[src/rtl/drp_dcm_reconfig_if.sv]
// DRP bus between the CLKFX reconfiguration initiator (master) and drp_dcm (slave).
interface drp_dcm_reconfig_if;
    logic [6:0]  daddr;
    logic [15:0] di;
    logic        den;
    logic        dwe;
    logic [15:0] dout;
    logic        drdy;

    modport master (output daddr, di, den, dwe, input dout, drdy);
    modport slave  (input daddr, di, den, dwe, output dout, drdy);
endinterface

[src/rtl/drp_dcm_reconfig.sv]
// DRP initiator that reprograms the DCM_ADV CLKFX multiply/divide at run time.
// Optional read-back check of the written M/D word: define DRP_READBACK_VERIFY_EN.
module drp_dcm_reconfig #(
    parameter logic [6:0]  FX_ADDR      = 7'h50,
    parameter int unsigned RST_HOLD     = 8,
    parameter int unsigned DRDY_TIMEOUT = 64,
    parameter int unsigned LOCK_TIMEOUT = 65535
) (
    input  logic                      dclk,
    input  logic                      rst_n_in,
    input  logic                      start_in,
    input  logic [7:0]                mult_in,
    input  logic [7:0]                div_in,
    output logic                      busy_out,
    output logic                      done_out,
    output logic                      error_out,
    output logic [1:0]                err_code_out,
    drp_dcm_reconfig_if.master        drp,
    output logic                      dcm_rst_out,
    input  logic                      locked_in
);

    localparam logic [3:0] ST_IDLE      = 4'd0;
    localparam logic [3:0] ST_CHECK     = 4'd1;
    localparam logic [3:0] ST_RST_HOLD  = 4'd2;
    localparam logic [3:0] ST_WR        = 4'd3;
    localparam logic [3:0] ST_WR_WAIT   = 4'd4;
    localparam logic [3:0] ST_RELEASE   = 4'd5;
    localparam logic [3:0] ST_LOCK_WAIT = 4'd6;
`ifdef DRP_READBACK_VERIFY_EN
    localparam logic [3:0] ST_RD        = 4'd7;
    localparam logic [3:0] ST_RD_WAIT   = 4'd8;
`endif

    localparam logic [1:0] ERR_MD    = 2'd1;
    localparam logic [1:0] ERR_DRDY  = 2'd2;
    localparam logic [1:0] ERR_LOCK  = 2'd3;

    localparam logic [15:0] HOLD_LAST = 16'(RST_HOLD - 1);
    localparam logic [15:0] DRDY_LAST = 16'(DRDY_TIMEOUT - 1);
    localparam logic [15:0] LOCK_LAST = 16'(LOCK_TIMEOUT - 1);

    // CLKFX limits of the DCM_ADV: M in 2..32, D in 1..32
    function automatic logic md_legal(input logic [7:0] m, input logic [7:0] d);
        return (m >= 8'd2) && (m <= 8'd32) && (d >= 8'd1) && (d <= 8'd32);
    endfunction

    function automatic logic [15:0] md_word(input logic [7:0] m, input logic [7:0] d);
        return {m - 8'd1, d - 8'd1};
    endfunction

    logic [3:0]  state_q,    state_d;
    logic [15:0] cnt_q,      cnt_d;
    logic [7:0]  m_q,        m_d;
    logic [7:0]  dv_q,       dv_d;
    logic        busy_q,     busy_d;
    logic        done_q,     done_d;
    logic        error_q,    error_d;
    logic [1:0]  err_code_q, err_code_d;
    logic        den_q,      den_d;
    logic        dwe_q,      dwe_d;
    logic [6:0]  daddr_q,    daddr_d;
    logic [15:0] di_q,       di_d;
    logic        dcm_rst_q,  dcm_rst_d;
    logic [1:0]  sync_q,     sync_d;
    logic        fail_s;
    logic [1:0]  fail_code_s;
    logic        locked_sync_s;

    assign locked_sync_s = sync_q[1];

    // LOCKED is asynchronous to dclk: two-flop synchronizer shift
    always_comb begin
        sync_d = {sync_q[0], locked_in};
    end

    // Sequencer next-state, counter and output-register logic
    always_comb begin
        state_d     = state_q;
        cnt_d       = cnt_q;
        m_d         = m_q;
        dv_d        = dv_q;
        busy_d      = busy_q;
        done_d      = 1'b0;
        error_d     = error_q;
        err_code_d  = err_code_q;
        den_d       = 1'b0;
        dwe_d       = 1'b0;
        daddr_d     = daddr_q;
        di_d        = di_q;
        dcm_rst_d   = dcm_rst_q;
        fail_s      = 1'b0;
        fail_code_s = 2'd0;

        case (state_q)
            ST_IDLE: begin
                if (start_in) begin
                    m_d        = mult_in;
                    dv_d       = div_in;
                    busy_d     = 1'b1;
                    error_d    = 1'b0;
                    err_code_d = 2'd0;
                    state_d    = ST_CHECK;
                end else begin
                    state_d    = ST_IDLE;
                end
            end
            ST_CHECK: begin
                if (!md_legal(m_q, dv_q)) begin
                    fail_s      = 1'b1;
                    fail_code_s = ERR_MD;
                end else begin
                    state_d     = ST_RST_HOLD;
                    cnt_d       = 16'd0;
                    dcm_rst_d   = 1'b1;
                end
            end
            ST_RST_HOLD: begin
                if (cnt_q == HOLD_LAST) begin
                    state_d = ST_WR;
                    den_d   = 1'b1;
                    dwe_d   = 1'b1;
                    daddr_d = FX_ADDR;
                    di_d    = md_word(m_q, dv_q);
                    cnt_d   = 16'd0;
                end else begin
                    cnt_d   = cnt_q + 16'd1;
                end
            end
            ST_WR: begin
                state_d = ST_WR_WAIT;
                cnt_d   = 16'd0;
            end
            ST_WR_WAIT: begin
                if (drp.drdy) begin
`ifdef DRP_READBACK_VERIFY_EN
                    state_d   = ST_RD;
                    den_d     = 1'b1;
                    dwe_d     = 1'b0;
                    daddr_d   = FX_ADDR;
`else
                    state_d   = ST_RELEASE;
                    dcm_rst_d = 1'b0;
`endif
                end else if (cnt_q == DRDY_LAST) begin
                    fail_s      = 1'b1;
                    fail_code_s = ERR_DRDY;
                end else begin
                    cnt_d       = cnt_q + 16'd1;
                end
            end
`ifdef DRP_READBACK_VERIFY_EN
            ST_RD: begin
                state_d = ST_RD_WAIT;
                cnt_d   = 16'd0;
            end
            ST_RD_WAIT: begin
                if (drp.drdy) begin
                    if (drp.dout == di_q) begin
                        state_d     = ST_RELEASE;
                        dcm_rst_d   = 1'b0;
                    end else begin
                        fail_s      = 1'b1;
                        fail_code_s = ERR_LOCK;
                    end
                end else if (cnt_q == DRDY_LAST) begin
                    fail_s      = 1'b1;
                    fail_code_s = ERR_DRDY;
                end else begin
                    cnt_d       = cnt_q + 16'd1;
                end
            end
`endif
            ST_RELEASE: begin
                dcm_rst_d = 1'b0;
                state_d   = ST_LOCK_WAIT;
                cnt_d     = 16'd0;
            end
            ST_LOCK_WAIT: begin
                if (locked_sync_s) begin
                    done_d      = 1'b1;
                    busy_d      = 1'b0;
                    state_d     = ST_IDLE;
                end else if (cnt_q == LOCK_LAST) begin
                    fail_s      = 1'b1;
                    fail_code_s = ERR_LOCK;
                end else begin
                    cnt_d       = cnt_q + 16'd1;
                end
            end
            default: begin
                state_d   = ST_IDLE;
                busy_d    = 1'b0;
                dcm_rst_d = 1'b0;
            end
        endcase

        // Every error path ends the same way; the DCM keeps whatever was last written
        if (fail_s) begin
            state_d    = ST_IDLE;
            busy_d     = 1'b0;
            error_d    = 1'b1;
            err_code_d = fail_code_s;
            dcm_rst_d  = 1'b0;
        end else begin
            error_d    = error_d;
        end
    end

    // State and output registers; reset abandons any in-flight DRP access
    always_ff @(posedge dclk or negedge rst_n_in) begin
        if (!rst_n_in) begin
            state_q    <= ST_IDLE;
            cnt_q      <= 16'd0;
            m_q        <= 8'd0;
            dv_q       <= 8'd0;
            busy_q     <= 1'b0;
            done_q     <= 1'b0;
            error_q    <= 1'b0;
            err_code_q <= 2'd0;
            den_q      <= 1'b0;
            dwe_q      <= 1'b0;
            daddr_q    <= 7'd0;
            di_q       <= 16'd0;
            dcm_rst_q  <= 1'b0;
            sync_q     <= 2'd0;
        end else begin
            state_q    <= state_d;
            cnt_q      <= cnt_d;
            m_q        <= m_d;
            dv_q       <= dv_d;
            busy_q     <= busy_d;
            done_q     <= done_d;
            error_q    <= error_d;
            err_code_q <= err_code_d;
            den_q      <= den_d;
            dwe_q      <= dwe_d;
            daddr_q    <= daddr_d;
            di_q       <= di_d;
            dcm_rst_q  <= dcm_rst_d;
            sync_q     <= sync_d;
        end
    end

    assign busy_out     = busy_q;
    assign done_out     = done_q;
    assign error_out    = error_q;
    assign err_code_out = err_code_q;
    assign dcm_rst_out  = dcm_rst_q;
    assign drp.den      = den_q;
    assign drp.dwe      = dwe_q;
    assign drp.daddr    = daddr_q;
    assign drp.di       = di_q;

`ifndef DRP_READBACK_VERIFY_EN
    logic unused_dout_s;
    assign unused_dout_s = ^drp.dout;
`endif

endmodule

[src/flat_wrapper.sv]
// flat-port wrapper written by rule: the top's interface ports become plain ports
module drp_dcm_reconfig_flat 
#(
    parameter logic [6:0]  FX_ADDR      = 7'h50,
    parameter int unsigned RST_HOLD     = 8,
    parameter int unsigned DRDY_TIMEOUT = 64,
    parameter int unsigned LOCK_TIMEOUT = 65535
)
  (dclk, rst_n_in, start_in, mult_in, div_in, busy_out, done_out, error_out, err_code_out, dcm_rst_out, locked_in, drp_daddr, drp_di, drp_den, drp_dwe, drp_dout, drp_drdy);
  drp_dcm_reconfig_if drp_i ();
  input  logic dclk;
  input  logic rst_n_in;
  input  logic start_in;
  input  logic [7:0] mult_in;
  input  logic [7:0] div_in;
  output logic busy_out;
  output logic done_out;
  output logic error_out;
  output logic [1:0] err_code_out;
  output logic dcm_rst_out;
  input  logic locked_in;
  output wire logic [$bits(drp_i.daddr)-1:0] drp_daddr;
  output wire logic [$bits(drp_i.di)-1:0] drp_di;
  output wire logic [$bits(drp_i.den)-1:0] drp_den;
  output wire logic [$bits(drp_i.dwe)-1:0] drp_dwe;
  input wire logic [$bits(drp_i.dout)-1:0] drp_dout;
  input wire logic [$bits(drp_i.drdy)-1:0] drp_drdy;
  assign drp_daddr = drp_i.daddr;
  assign drp_di = drp_i.di;
  assign drp_den = drp_i.den;
  assign drp_dwe = drp_i.dwe;
  assign drp_i.dout = drp_dout;
  assign drp_i.drdy = drp_drdy;
  drp_dcm_reconfig #(.FX_ADDR(FX_ADDR), .RST_HOLD(RST_HOLD), .DRDY_TIMEOUT(DRDY_TIMEOUT), .LOCK_TIMEOUT(LOCK_TIMEOUT)) u_core (.dclk(dclk), .rst_n_in(rst_n_in), .start_in(start_in), .mult_in(mult_in), .div_in(div_in), .busy_out(busy_out), .done_out(done_out), .error_out(error_out), .err_code_out(err_code_out), .drp(drp_i), .dcm_rst_out(dcm_rst_out), .locked_in(locked_in));
endmodule
[config.mk]
export PLATFORM = sky130hd
export DESIGN_NAME = drp_dcm_reconfig_flat
export DESIGN_NICKNAME = d
export VERILOG_FILES = /design/src/rtl/drp_dcm_reconfig_if.sv /design/src/rtl/drp_dcm_reconfig.sv /design/src/flat_wrapper.sv
export SDC_FILE = /design/constraint.sdc
export NUM_CORES = 1
export LEC_CHECK = 0
export ABC_AREA = 1
export CAP_MARGIN = 10
export CORE_MARGIN = 3
export CORE_UTILIZATION = 30
export CTS_CLUSTER_SIZE = 25
export DETAILED_ROUTE_END_ITERATION = 16
export MAX_ROUTING_LAYER = met4
export SYNTH_ARGS = -nofsm -noshare
export SYNTH_HDL_FRONTEND = slang
export SYNTH_SLANG_ARGS = --single-unit
export TNS_END_PERCENT = 5
[constraint.sdc]
create_clock -name dclk -period 1.5 [get_ports dclk]
set_input_delay 0.3 -clock dclk [delete_from_list [all_inputs] [get_ports dclk]]
set_output_delay 0.3 -clock dclk [all_outputs]
set_load 0.005 [all_outputs]
==> impl_metrics.tcl, run 1 <==
set metrics [dict create \
    vias 3262 \
    grt_pass1_vias 3270 \
    wl_per_cell_um 13.9 \
    fin_tns_setup_ns -3.96 \
    yosysTopAreaCellShare_pct 46.2 \
    cp.required_ns 1.74 \
    yosys_register_bits 61 \
    dr.first_iter.drc_count 207 \
    fillers 986 \
    drt.antenna.violating_nets 0 \
    power_w 0.00857 \
    wirelength_um 9750 \
    crit_end "u_core.cnt_q[8]" \
    drv_cap 0 \
    slew_violations 0 \
    cts.sinks 61 \
    synth.distinct_cells 34 \
    reg2reg_depth 10 \
    p_leak_nw 2.52 \
    firstDrtPassIters 4 \
    gp_congestion 0.874 \
    gr-total-overflow 0 \
    setup_viol 41 \
    skew_ns 0.00569 \
    clk_pin_slew_worst_paths_ns 0.07 \
    failed_checks "negative setup slack" \
    power_density_nw_per_um2 1660 \
    grt_util_all_layers_pct 16.4 \
    synthCells 417 \
    hp-class "in -> reg" \
    period_needed_ns 1.68 \
    path_class "reg -> reg" \
    post-dp-hpwl_um 6900 \
    multi_input_area_sq_um 1830 \
    die_w_um 111 \
    antenna_found_initial 0 \
    layout-drive-gt1-share_pct 33.5 \
    io_buffers 46 \
    synth_top_cell_by_area "dfrtp_1" \
    synth.area.top_cells "dfrtp_1 (46%), nand2_1 (13%), nor2_1 (4.7%), xor2_1 (4.5%), nand3_1 (3.5%)" \
    peakVddDrop_v 0.000744 \
    synthesis.area_sq_um 3300 \
    dpl_cell_area_sq_um 4630 \
    cp-end-kind "flop" \
    rsz0062_at_grt "yes" \
    hold_violations 0 \
    ys_warn_count 0 \
    initial_core_util_pct 31.4 \
    grt_max_degree 62 \
    drc_errors 0 \
    critPathMaxFanout 5 \
    ios 68 \
    area_delta_synth_final_pct 56.6 \
    syn_avg_cell_area_sq_um 7.92 \
    n_antenna_cell 0 \
    setup_slack_ns -0.180 \
    fp-row-count 37 \
    fin_util_pct 49.2 \
    cts-root-buf "clkbuf_8" \
    drt-vias-per-instance 4.64 \
    die-height_um 111 \
    numCtsBuffers 9 \
    crit_start "u_core.m_q[1]" \
    max_freq_mhz 595 \
    core_sq_um 10500 \
    yosysSeqAreaShare_pct 46.2 \
    r2r_start "u_core.m_q[1]" \
    clockBufferDepth 2 \
    grt_pass1_wl_um 15900 \
    start_kind "flop" \
    crit_arrival_ns 1.92 \
    status "complete, but fails checks" \
    final_area_sq_um 5170 \
    regArea_sq_um 1530 \
    htreeDepth 3 \
    reg2reg_slack_ns -0.18 \
    clkLatencyLatePin_ns 0.35 \
    place_ws_ns -0.181 \
    r2r-end "u_core.cnt_q[8]" \
    die_area_sq_um 12300 \
    timing.final.crit_share_pct 112 \
    fin_nets 606 \
    cts_tree "built" \
]
==> worst min-delay path by stage <==
stage                startpoint  cells after the start          endpoint  slack, ns
2_1_floorplan          rst_n_in                      0   u_core.busy_out      0.004
3_3_place_gp   u_core.sync_q[0]                      0  u_core.sync_q[1]       0.33
3_5_place_dp           rst_n_in                      2     u_core.m_q[2]       0.34
4_1_cts               locked_in                      1  u_core.sync_q[0]       0.37
5_1_grt               locked_in                      1  u_core.sync_q[0]       0.38
6_report              locked_in                      1  u_core.sync_q[0]       0.39
==> critical path, cell delays in order (launching register included) <==
cell	delay, ns
dfrtp_2	0.45
ha_4	0.17
nor2_2	0.07
nand3_1	0.08
nand2_1	0.07
inv_1	0.04
nand4_1	0.14
nand2_2	0.13
nand2_4	0.17
clkbuf_16	0.18
o21ai_1	0.07
==> state kept, by name, indices dropped and copies added, names as in the netlist, 2 cells and up <==
signal and count:
u_core.cnt_q 16, u_core.drp.di 16, u_core.dv_q 8, u_core.m_q 8
u_core.state_q 3, u_core.err_code_out 2, u_core.sync_q 2
==> routing by layer <==
layer  global-route usage, %  vias to the layer above  routed length [um]
met1                    21.4                     1525                4540
met4                    6.57                        0                 235
li1                        -                     1631                   -
met2                    25.3                       87                4620
met3                    2.89                       19                 366
met5                       -                        -                   0
==> metrics by stage <==
step | hold WS [ns] | cells
after floorplan | 0.00441 | 421
after global placement | 0.334 | 678
after detailed placement | 0.345 | 678
after CTS | 0.374 | 699
after global routing | 0.377 | 703
final | 0.389 | 703
==> cells by family (layout without fill, tap and decap cells) <==
logic type               Yosys count  after routing  share of synthesized area, %
flip-flops                        61             61                          46.2
AND/OR/NAND/NOR                  211            211                          27.5
multiplexers                       1              1                         0.341
adder cells (fa/ha/maj)            6              6                          2.27
buffers and inverters             53            199                          7.65
other                              1              5                         0.113
XOR/XNOR                          21             21                          5.57
AO/OA/AOI/OAI                     63             63                          10.4
==> Yosys cell counts (all sizes together) <==
library cell	instances
nor2	46
o21ai	40
nand2	121
nor4	3
buf	17
dfrtp	61
xnor2	4
ha	6
a31oi	2
mux2	1
o21a	2
a21oi	11
o211ai	3
nor3	7
xor2	17
o21bai	4
a211oi	1
nand3	24
nand3b	1
conb	1
inv	36
nand4	7
or2	2
==> where the power goes <==
part	total (W)	switching (W)	internal [W]
clock	0.00164	0.000675	0.000969
combinational	0.00436	0.00220	0.00215
sequential	0.00257	0.000416	0.00215
total	0.00857	0.00330	0.00528
==> layout by cell type (no fill, tap or decap), drive strengths merged, types with 11 or more instances in the layout <==
cell	n
nand2	121
buf	100
xor2	17
o21ai	40
inv	36
clkdlybuf4s50	19
dfrtp	61
dlygate4sd2	25
a21oi	11
nand3	24
nor2	46
clkbuf	13
==> area by class of cell <==
class	instances	share of cell area [%]
Clock buffer	11	2.73
Multi-Input combinational cell	307	35.3
Clock inverter	4	1.40
Sequential cell	61	29.6
Inverter	36	2.71
Timing Repair Buffer	148	25.0
Tap cell	136	3.29
==> timing repair <==
action | CTS | global route
pin swaps | 10 | 15
endpoints found under the setup margin | 64 | 59
hold buffers | 1 | 0
setup buffers | 5 | 1
endpoints found under the hold margin | 61 | 0
cloned | 0 | 3
resized for setup | 51 | 44
Power figures use the tool's default switching activity.
==> run 2, diff against run 1 <==
--- a/config.mk
+++ b/config.mk
@@ -9,9 +9,11 @@
 export CAP_MARGIN = 10
 export CORE_MARGIN = 3
 export CORE_UTILIZATION = 30
+export CTS_CLUSTER_DIAMETER = 80
 export CTS_CLUSTER_SIZE = 25
 export DETAILED_ROUTE_END_ITERATION = 16
 export MAX_ROUTING_LAYER = met4
+export SLEW_MARGIN = 15
 export SYNTH_ARGS = -nofsm -noshare
 export SYNTH_HDL_FRONTEND = slang
 export SYNTH_SLANG_ARGS = --single-unit
==> results of run 2 <==
No change in the layout: final DEF, timing and power equal those of run 1.
==> run 3, diff against run 2 <==
--- a/config.mk
+++ b/config.mk
@@ -12,8 +12,8 @@
 export CTS_CLUSTER_DIAMETER = 80
 export CTS_CLUSTER_SIZE = 25
 export DETAILED_ROUTE_END_ITERATION = 16
+export HOLD_SLACK_MARGIN = 0.02
 export MAX_ROUTING_LAYER = met4
-export SLEW_MARGIN = 15
 export SYNTH_ARGS = -nofsm -noshare
 export SYNTH_HDL_FRONTEND = slang
 export SYNTH_SLANG_ARGS = --single-unit
==> constraint.sdc (replaced) <==
create_clock -name dclk -period 1.47 [get_ports dclk]
set_input_delay 0.294 -clock dclk [delete_from_list [all_inputs] [get_ports dclk]]
set_output_delay 0.294 -clock dclk [all_outputs]
set_load 0.005 [all_outputs]
==> run 3 against run 2 <==
- flip-flop and latch count unchanged
- final cell count is 1.0% higher
- largest cell class unchanged
- hold slack worse by 0.034 ns
- non-clock buffer count grew 6
- maximum frequency down 2.5%
- clock power fell by 16%
- largest power group unchanged
- clock skew rose by 0.0095 ns
- count of clock-buffer cells in the layout is 2 lower
- utilization shrank 0.81 points
- sequential share of layout area rose by 0.49 points
- first-iteration DRC count is 21% lower
- the run still ends with negative setup slack left
==> impl_metrics.tcl, run 3 (synthesis results as in run 1) <==
set metrics [dict create \
    peakVddDrop_v 0.000839 \
    clk_pin_slew_worst_paths_ns 0.08 \
    cts-root-buf "clkbuf_8" \
    cts.sinks 61 \
    timing.final.crit_share_pct 117 \
    die-height_um 111 \
    setup_slack_ns -0.254 \
    ios 68 \
    fin_nets 612 \
    final_cell_mix "nand2_1 (106), buf_4 (97), dfrtp_1 (58), nor2_1 (34)" \
    vias 3335 \
    drt-vias-per-instance 4.70 \
    hold_violations 0 \
    fin_tns_setup_ns -6.50 \
    multi_input_area_sq_um 1740 \
    max_freq_mhz 580 \
    drt.antenna.violating_nets 0 \
    slew_violations 0 \
    r2r_start "u_core.cnt_q[14]" \
    htreeDepth 3 \
    fp-row-count 37 \
    reg2reg_slack_ns -0.25 \
    rsz0062_at_grt "yes" \
    start_kind "flop" \
    critPathMaxFanout 4 \
    clockBufferDepth 2 \
    drv_cap 0 \
    grt_max_degree 62 \
    antenna_found_initial 0 \
    grt_util_all_layers_pct 15.9 \
    path_class "reg -> reg" \
    numCtsBuffers 9 \
    post-dp-hpwl_um 6890 \
    dpl.cell_count 685 \
    grt_pass1_vias 3226 \
    worst-path-buf-inv 0 \
    crit_arrival_ns 1.96 \
    path_cells "nor2_1 > nand2_1 > nor2_2 > nand4_1 > nor2_4 > mux2_4" \
    drc_errors 0 \
    final_common_cell "nand2_1" \
    die_w_um 111 \
    status "complete, but fails checks" \
    gp_congestion 0.890 \
    grt_pass1_wl_um 15500 \
    critPathSlowestCell "dfrtp_1" \
    layout-drive-gt1-share_pct 31.5 \
    wl_per_cell_um 13.6 \
    setup_viol 42 \
    initial_core_util_pct 31.4 \
    cp.required_ns 1.71 \
    failed_checks "negative setup slack" \
    reg2reg_depth 6 \
    n_antenna_cell 0 \
    skew_ns 0.0152 \
    r2r-end "u_core.drp.di[5]" \
    crit_start "u_core.cnt_q[14]" \
    core_sq_um 10500 \
    dr.first_iter.drc_count 164 \
    max_stage_delay_ns 0.45 \
    firstDrtPassIters 4 \
    gr-total-overflow 0 \
    regArea_sq_um 1530 \
    final_cells 710 \
    wirelength_um 9630 \
    crit_end "u_core.drp.di[5]" \
    fin_util_pct 48.4 \
    fillers 1010 \
    clkLatencyLatePin_ns 0.36 \
    hp-class "reg -> reg" \
    p_leak_nw 2.49 \
    power_density_nw_per_um2 1690 \
    cp-end-kind "flop" \
    cp_num_cells 6 \
    cts_tree "built" \
    period_needed_ns 1.72 \
    power_w 0.00861 \
    area_delta_synth_final_pct 54.0 \
    io_buffers 46 \
    path_delay_family "simple AND/OR/NAND/NOR gates" \
    die_area_sq_um 12300 \
]
-- run 3: worst register-to-register path: stages, from the launching register on --
cell and delay (ns):
dfrtp_1 0.45, nor2_1 0.17, nand2_1 0.10, nor2_2 0.13, nand4_1 0.20, nor2_4 0.23
mux2_4 0.32
-- run 3: stage by stage --
stage               hold slack [ns]  cell area (sq um)  setup slack [ns]
finish                        0.355               5090            -0.254
global placement              0.332               4700            -0.209
detailed placement            0.331               4700            -0.219
CTS                           0.359               4910            -0.192
floorplan                  -0.00159               3390           -0.0201
global route                  0.367               5090            -0.355
-- run 3: worst min path at each step --
stage | startpoint | end | slack [ns] | cells after the start
after floorplan | rst_n_in | u_core.busy_out | -0.002 | 0
final | u_core.sync_q[0] | u_core.sync_q[1] | 0.35 | 0
after detailed placement | rst_n_in | u_core.cnt_q[12] | 0.33 | 2
after CTS | u_core.sync_q[0] | u_core.sync_q[1] | 0.36 | 0
after global routing | u_core.sync_q[0] | u_core.sync_q[1] | 0.37 | 0
after global placement | rst_n_in | u_core.cnt_q[12] | 0.33 | 2
-- run 3: layout make-up --
class	instances	share of cell area, %
Clock buffer	9	2.43
Clock inverter	7	1.01
Inverter	36	2.75
Multi-Input combinational cell	307	34.1
Sequential cell	61	30.1
Tap cell	136	3.34
Timing Repair Buffer	154	26.3
-- run 3: power breakdown --
part	internal, W	switching, W	total (W)
sequential	0.00219	0.000394	0.00259
combinational	0.00233	0.00231	0.00465
clock	0.000616	0.000756	0.00137
total	0.00514	0.00346	0.00861
-- run 3: what timing repair did --
action	CTS	global route
buffers inserted	4	1
pin swaps	4	14
endpoints found under the hold margin	61	0
hold buffers	1	0
endpoints found under the setup margin	82	55
gates cloned	0	3
resized for setup	37	31
-- run 3: layer usage --
metal	track usage (%)	share of wire (%)
met1	20.8	47
met2	24.9	48
met3	2.73	3.8
met4	5.58	1.2
met5	-	0
==> RTL change (config.mk and constraints of run 2) <==
Build with the macro `DRP_READBACK_VERIFY_EN` defined.
--- a/src/rtl/drp_dcm_reconfig.sv
+++ b/src/rtl/drp_dcm_reconfig.sv
@@ -2,2 +2,4 @@
 // Optional read-back check of the written M/D word: define DRP_READBACK_VERIFY_EN.
+`define DRP_READBACK_VERIFY_EN
+
 module drp_dcm_reconfig #(
Function: no difference found for any inputs over 10 cycles, from zero or initial values and one cycle with rst_n_in low; that may be too few to reach the edited logic, so the function may still have changed.
==> RTL change against run 2 <==
The run still ends with setup timing left; cell area up 18%; worst setup slack better by 0.015 ns; core utilization up 0.44 points; first-iteration DRC count up 35%; sequential cell count up 2; count of clock-buffer cells in the layout up 2; via count up 25%; power up 3.3%; synthesized area up 17%; routed wire length up 19%; critical path depth unchanged; clock skew about the same; largest cell class unchanged.
==> RTL change: results (changes against run 2) <==
Global route
  • Vias in the first global route: 3962 (+21%)
  • GR Util All Layers: 17.0% (+0.61 points)
  • GR Util met1: 22.0% (+0.65 points)

Drt
  • Total wire length: 11600 microns (+19%)
  • Initial DRT Pass Iterations: 5 (+1)

STA
  • Final setup fails: 58 (+41%)
  • Final worst slack: -0.166 ns (+0.0146 ns)

Layout
  • Final core occ: 49.7% (+0.44 points)
  • Non-CTS buffers: 192 (+30%)
  • Multi-input comb cells: 391 (+27%)
  • Clock buf count: 13 (+2)

Worst setup path
  • Critical path peak fanout: 8 (+3)
  • Slowest stage delay, CP: 0.42 ns (-0.03 ns)

Run status
  • Run status: finished with violations
  • Failing checks: setup timing

Yosys
  • Sequential area share after synthesis: 40.8% (-5.4 points)
  • #FFs+latches synth: 63 (+3.3%)
  • Mux contribution to synthesized area: 0% (-0.34 points)
  • Post-synthesis xor/xnor area fraction: 5.22% (-0.35 points)

Placed design
  • Dpl ws: -0.446 ns (-0.265 ns)
  • GPL Wtd Cong: 0.967 (+11%)

Floorplan
  • Die width: 119 microns (+7.7%)

Min path
  • Worst Hold Depth: 0 (-1)

CTS
  • Reg clk slew, reported paths: 0.05 ns (-0.02 ns)
  • CTS Root Cell: clkbuf_16
-- RTL change: cell types whose count changed after synthesis, moves of 3 or more --
cell | before | now
inv_2 | 5 | 8
nand4_1 | 7 | 12
xor2_1 | 17 | 20
o21bai_1 | 4 | 0
inv_1 | 30 | 67
o21ai_1 | 23 | 15
nor2_1 | 41 | 54
nand3_1 | 23 | 15
nor3_1 | 7 | 16
nand2_1 | 118 | 188
-- RTL change: power groups by stage --
stage	clock network, mW	registers, mW	logic (mW)
2_1_floorplan	0	2.31	2.09
3_3_place_gp	0	2.30	3.93
3_5_place_dp	0	2.31	4.02
4_1_cts	2.02	2.29	4.22
5_1_grt	2.12	2.35	4.97
6_report	1.98	2.30	4.58
-- RTL change: timing repair --
item	in CTS	in global routing
pin swaps	10	15
gates cloned	0	1
setup endpoints to repair	81	65
gates resized for setup	47	33
hold buffers	1	0
endpoints found under the hold margin	10	0
buffers inserted	4	4
